--- src/rtl/ingress_writer.sv ---
// Per-port ingress writer: validates and tags frame headers from one link and
// writes accepted frames byte-by-byte into that port's input FIFO.
module ingress_writer #(
  parameter logic [1:0] PORT_ID = 2'b01,
  parameter int         MAX_LEN = 16
) (
  input  logic       clk,
  input  logic       reset,
  input  logic [7:0] in_data,
  input  logic       in_valid,
  input  logic       in_sop,
  input  logic       in_eop,
  output logic       in_ready,
  output logic [7:0] fifo_data,
  output logic       fifo_wrreq,
  input  logic       fifo_full,
  output logic [7:0] frame_count,
  output logic [7:0] drop_count,
  output logic [7:0] trunc_count,
  output logic [7:0] err_count
);

  typedef enum logic [1:0] {IDLE, FWD, DROP} state_t;

  localparam logic [7:0] MAX_LEN_B = 8'(MAX_LEN);

  state_t     state, state_n;
  logic [7:0] pay_cnt, pay_cnt_n;
  logic       trunc_flag, trunc_flag_n;
  logic [7:0] frame_n, drop_n, trunc_n, err_n;

  logic dest_ok, below_max, write_path, accept;

  // Ready may depend on the byte itself: only a byte headed for a full FIFO stalls.
  always_comb begin
    dest_ok    = (in_data[1:0] != 2'b00) && (in_data[1:0] != PORT_ID);
    below_max  = pay_cnt < MAX_LEN_B;
    write_path = in_sop ? dest_ok : ((state == FWD) && below_max);
    in_ready   = !reset && !(write_path && fifo_full);
    accept     = in_valid && in_ready;
    fifo_wrreq = accept && write_path;
    fifo_data  = in_sop ? {in_data[7:4], PORT_ID, in_data[1:0]} : in_data;
  end

  always_comb begin
    state_n      = state;
    pay_cnt_n    = pay_cnt;
    trunc_flag_n = trunc_flag;
    frame_n      = frame_count;
    drop_n       = drop_count;
    trunc_n      = trunc_count;
    err_n        = err_count;
    if (accept) begin
      if (in_sop) begin
        // A header outside IDLE abandons the current frame, then starts fresh.
        if (state != IDLE) err_n = err_count + 8'd1;
        trunc_flag_n = 1'b0;
        if (dest_ok) begin
          if (in_eop) begin
            state_n = IDLE;
            frame_n = frame_count + 8'd1;
          end else begin
            state_n   = FWD;
            pay_cnt_n = 8'd0;
          end
        end else begin
          drop_n  = drop_count + 8'd1;
          state_n = in_eop ? IDLE : DROP;
        end
      end else begin
        case (state)
          IDLE: err_n = err_count + 8'd1;
          FWD: begin
            if (below_max) pay_cnt_n = pay_cnt + 8'd1;
            else           trunc_flag_n = 1'b1;
            if (in_eop) begin
              state_n      = IDLE;
              frame_n      = frame_count + 8'd1;
              if (trunc_flag || !below_max) trunc_n = trunc_count + 8'd1;
              trunc_flag_n = 1'b0;
            end
          end
          DROP: if (in_eop) state_n = IDLE;
          default: state_n = IDLE;
        endcase
      end
    end
  end

  always_ff @(posedge clk) begin
    if (reset) begin
      state       <= IDLE;
      pay_cnt     <= 8'd0;
      trunc_flag  <= 1'b0;
      frame_count <= 8'd0;
      drop_count  <= 8'd0;
      trunc_count <= 8'd0;
      err_count   <= 8'd0;
    end else begin
      state       <= state_n;
      pay_cnt     <= pay_cnt_n;
      trunc_flag  <= trunc_flag_n;
      frame_count <= frame_n;
      drop_count  <= drop_n;
      trunc_count <= trunc_n;
      err_count   <= err_n;
    end
  end

endmodule

--- config.mk ---
export PLATFORM = sky130hd
export DESIGN_NAME = ingress_writer
export DESIGN_NICKNAME = d
export VERILOG_FILES = /design/src/rtl/ingress_writer.sv
export SDC_FILE = /design/constraint.sdc
export NUM_CORES = 1
export LEC_CHECK = 0
export BUFFER_PORTS_ARGS = -buffer_cell sky130_fd_sc_hd__buf_2
export CAP_MARGIN = 0
export CORE_ASPECT_RATIO = 1.75
export CORE_UTILIZATION = 48
export DETAILED_ROUTE_END_ITERATION = 16
export PLACE_DENSITY_LB_ADDON = 0.15
export REMOVE_ABC_BUFFERS = 1
export SYNTH_ARGS = -nofsm -noshare
export SYNTH_HDL_FRONTEND = slang
export SYNTH_SLANG_ARGS = --single-unit
--- constraint.sdc ---
create_clock -name clk -period 2.1 [get_ports clk]
set_clock_uncertainty 0.15 [all_clocks]
set_input_delay 0.315 -clock clk [delete_from_list [all_inputs] [get_ports clk]]
set_output_delay 0.315 -clock clk [all_outputs]
set_load 0.005 [all_outputs]
Word level (Yosys, flattened, before mapping)
Cells that the tools add are included.
{ "word_totals": {"register_bits": 43, "input_bits": 14, "out_inout_bits": 42, "elab_cells": 72} }
{ "classes": {"addsub": 5, "order_cmp": 1, "n_eq_ne": 9, "n_mux": 24, "bitwise": 2, "reduce_logical": 24} }
{ "op_table": {"columns": ["op", "count"], "rows": [
  ["$mux 8", 12],
  ["$add 8x1->8 const B", 5],
  ["$reduce_and 3->1", 5],
  ["$reduce_and 5->1", 2],
  ["$reduce_bool 2->1", 5],
  ["$lt 8x5->1 const B", 1],
  ["$mux 2", 4],
  ["$logic_and 1x1->1", 6],
  ["$mux 1", 6],
  ["$ne 2x1->1 const B", 3],
  ["$mux 4", 1],
  ["$ne 2x2->1 const B", 2],
  ["$pmux 2 s2", 1],
  ["$logic_not 1->1", 3],
  ["$ne 3x1->1 const B", 1],
  ["$ne 3x3->1 const B", 1],
  ["$eq 2x1->1 const B", 1],
  ["$eq 2x2->1 const B", 1],
  ["$logic_not 2->1", 1],
  ["$not 1->1", 2],
  ["$reduce_or 2->1", 1],
  ["$logic_or 1x1->1", 1]
]} }

Longest topological paths before layout
{ "depth": {"ltp_word": 8, "mapped_depth": 8, "depth_no_buf": 7} }

Least setup slack after synthesis
OpenSTA, ideal clock, no wires.
{ "synth_path": {"kind": "register to register", "startpoint": "register state[1]", "endpoint": "register err_count[7]", "setup_time_ns": 0.121, "t_arrival_ns": 1.717, "required_ns": 1.829, "setup_slack_ns": 0.112, "path_stages_with_launch": 9, "n_path_buf": 2, "synth_period_minus_slack_ns": 1.988, "path_cell_list": "dfxtp_1 > inv_1 > ha_1 > nor2b_4 > and3_1 > buf_4 > buf_8 > nor4b_4 > mux2_4"} }
{ "synth_via": {"elab_chain_cells": 8, "word_cells_on_any_way": 12, "cone_classes": "eq/ne: 2; mux: 1; reduce/logical: 9"} }
{ "synth_rtl": {"columns": ["element", "line", "text"], "rows": [
  ["start: declaration", "27", "state_t state, state_n;"],
  ["start signal: assignment", "100", "state <= state_n;"],
  ["$eq 2x1->1", "38", "write_path = in_sop ? dest_ok : ((state == FWD) && below_max);"],
  ["$logic_and 1x1->1", "38", null],
  ["$mux 1", "38", null],
  ["$logic_and 1x1->1", "39", "in_ready = !reset && !(write_path && fifo_full);"],
  ["$logic_not 1->1", "39", null],
  ["$logic_and 1x1->1", "39", null],
  ["$logic_and 1x1->1", "40", "accept = in_valid && in_ready;"],
  ["$reduce_and 3->1 (no line) (*)", null, null],
  ["end signal: assignment", "106", "err_count <= err_n;"],
  ["end: declaration", "20", "output logic [7:0] err_count"]
]} }
Mark *: on every way between the ends. The rest lies on a longest branch, timed or not.
A chain may end at the register's enable or synchronous reset.

Final worst setup path
{ "layout_path": {"startpoint": "register state[1]", "endpoint": "output in_ready"} }
{ "layout_via": {"elab_chain_cells": 6} }
{ "layout_rtl": {"columns": ["element", "line", "text"], "rows": [
  ["$eq 2x1->1", "38", null],
  ["$logic_and 1x1->1", "38", null],
  ["$mux 1", "38", null],
  ["$logic_and 1x1->1", "39", null],
  ["$logic_not 1->1", "39", null],
  ["$logic_and 1x1->1", "39", null],
  ["end: declaration", "13", "output logic in_ready,"]
]} }
Every way passes these cells.

==> run_results.csv <==
group,metric,value,unit
global_route,grt_pass1_vias,1901,
place,dp_hpwl,3851,µm
global_route,grt_max_degree,25,
timing,period_share,96.42,%
hold_path,min_path_type,"in -> reg",
layout,drive_gt1_share,33.12,%
timing,rsz0062_at_grt,"true",
routing,totalWireLength,5197,µm
global_route,grt_pass1_wl,8797,µm
pwr,peakVddDrop,0.5720,mV
yosys,synth-seq-cells,43,
critical_path,crit_arrival,1560,ps
clock_network,cts_tree,"yes",
layout,multiInputGateArea,0.001413,mm²
place,place_area,0.002703,mm²
yosys,yosysTopAreaCellShare,35.78,%
yosys,synth_edf_count,0,
critical_path,crit_slowest_cell,"dfxtp_2",
timing,timing.final.ws_setup,75.12,ps
critical_path,slowest_delay,330,ps
critical_path,critPathTopFamily,"flip-flops",
layout,fin_util,60.58,%
floorplan,core,0.004748,mm²
yosys,synth_area_leader_cell,"dfxtp_1",
floorplan,die_h,95.66,µm
timing,slew_headroom,66.28,%
yosys,synthArstFlopShare,0,%
yosys,synth_warnings,0,
critical_path,path_depth,8,
yosys,synth_cell_types,56,
timing,maxSlewViolCount,0,
clock_network,h-tree-depth,2,
timing,final.min_clock_period,2025,ps
place,post-place-ws,100.3,ps
floorplan,ios,56,
yosys,ys_seq_area_share,35.78,%
layout,diodes,0,
clock_network,cts-buffers-inserted,5,
yosys,avgSynthCellArea,9.183,µm²
global_route,grt.overflow.total,0,
routing,drc,0,
yosys,yosysMostFrequentCell,"dfxtp_1",
hold_path,worstHoldPathCells,3,
clock_network,clk_path_buf_depth,2,
clock_network,clk_latency,300,ps
clock_network,cts-root-buf,"clkbuf_8",
layout,area_delta_synth_final,19.55,%
yosys,ys_top_cells_by_area,"dfxtp_1 36%, ha_1 4.2%, nor2_1 4.1%",
clock_network,hold_buffers,0,
yosys,synth_common_cells,"43 x dfxtp_1, 26 x nor2_1, 17 x nand2_1",
critical_path,worstSetupEndpointType,"primary output",
timing,tns,0,ps
yosys,synthCells,262,
status,outcome,"complete, no violations",
timing,finalHoldViolations,0,
routing,num_vias,2077,
global_route,grt_usage,20.83,%
critical_path,path_class,"reg -> out",
place,gp_congestion,0.7958,
timing,setup_violations,0,
yosys,synth_flop_cell,"dfxtp_1",
pwr,leakage,0.001225,µW
timing,holdWs,220.5,ps
clock_network,clkSinkCount,43,
timing,tightest_slew,493.0,ps
timing,clock.fmax,0.4939,GHz
floorplan,num_rows,33,
critical_path,reg2regPathDepth,7,
routing,drtAntennaViolNets,0,
floorplan,die_area,0.005311,mm²
critical_path,cp-start-kind,"register",
yosys,synth_area,0.002406,mm²
floorplan,start_util,50.67,%
layout,register_area,863.3,µm²
layout,final_nets,332,
routing,wl_per_cell,14.32,µm
clock_network,path_clk_slew,90,ps
routing,drtIter0Drc,65,
layout,fillers,434,
job,maxCapViolCount,0,
floorplan,die_w,55.52,µm
critical_path,crit_buf_inv,3,
place,io_buffers,45,
layout,final_cell_area,0.002877,mm²
critical_path,required,1630,ps
routing,dr.pass1.iters,4,
pwr,p_per_area,597.1,mW/mm²
critical_path,crit_path_cell_trace,"inv_1 -> ha_1 -> nor2b_4 -> buf_4 -> nand2_2 -> nand2_1 -> a21oi_2 -> buf_2",
routing,via_per_inst,5.722,
critical_path,critPathMaxFanout,4,
global_route,antenna_found_initial,0,
## stage by stage
| stage | power, µW | cells |
|---|---|---|
| final | 1718 | 363 |
| after CTS | 1739 | 363 |
| after global placement | 965.8 | 355 |
| after floorplan | 899.7 | 243 |
| after global routing | 1787 | 363 |
| after detailed placement | 966.6 | 355 |
## per-layer routing
| metal | wire [µm] | vias to the layer above | track usage [%] | part of all wire, % |
|---|---|---|---|---|
| met5 | 0 | - | 0 | 0 |
| met4 | 78 | 0 | 8.125 | 1.5 |
| met3 | 178 | 5 | 3.799 | 3.4 |
| met2 | 2795 | 52 | 38.86 | 54 |
| met1 | 2145 | 984 | 23.10 | 41 |
| li1 | - | 1036 | - | - |
## worst register-to-register path, cell delays in order (launching register included)
cell     delay, ps
dfxtp_2        340
inv_1           50
ha_1           190
ha_1           290
and4b_1        300
nand3_1        100
nor3_2         150
mux2_4         310
## cells by family (layout without fill, tap and decap cells)
logic type	after synthesis	in the layout	synth area share, %
and+or+nand+nor	112	112	28.44
DFF	43	43	35.78
xor gates and xnor gates	12	12	4.368
adders and majority gates	8	8	4.160
buffers and inverters	32	81	6.968
AOI/OAI and AO/OA	40	40	13.36
muxes	15	15	6.916
## sequential cells by signal, indices dropped and copies added (netlist names)
register	flops
frame_count	8
trunc_count	8
trunc_flag	1
err_count	8
pay_cnt	8
state	2
drop_count	8
## where the power goes
group          switching [µW]  internal [µW]  leakage, µW
Combinational            78.3           48.6     0.000814
Clock                     293            474    0.0000644
Sequential               5.07            818     0.000347
## layout by cell type (no fill, tap or decap), drive strengths merged, types with 5 or more instances in the layout
cell type / count
inv: 13
xor2: 7
nand2: 17
mux2: 7
nand4: 7
nand3: 15
dfxtp: 43
a21oi: 10
nor2b: 8
and2: 5
nor2: 26
o31ai: 6
xnor2: 5
clkbuf: 5
buf: 60
mux2i: 8
ha: 8
nor4: 10
## path summary, 6_finish.rpt
kind                                  from           end  slack (ps)
worst max register to register    state[0]  err_count[6]         110
worst max-delay path              state[1]      in_ready          80
worst min register to register    state[1]      state[1]         310
worst min-delay path            in_data[1]      state[1]         220
## what timing repair did
action                     in CTS  in global routing
resized for setup               1                  8
setup endpoints to repair       1                  8
setup buffers                   0                  0
## area by class of cell
type	instances	area share, %
sequential	43	30.01
tap	52	2.262
multi-input combinational	187	49.11
clock inverter	3	2.349
clock buffer	5	2.392
timing repair buffer	60	12.18
inverter	13	1.696
Power figures use the tool's default switching activity.
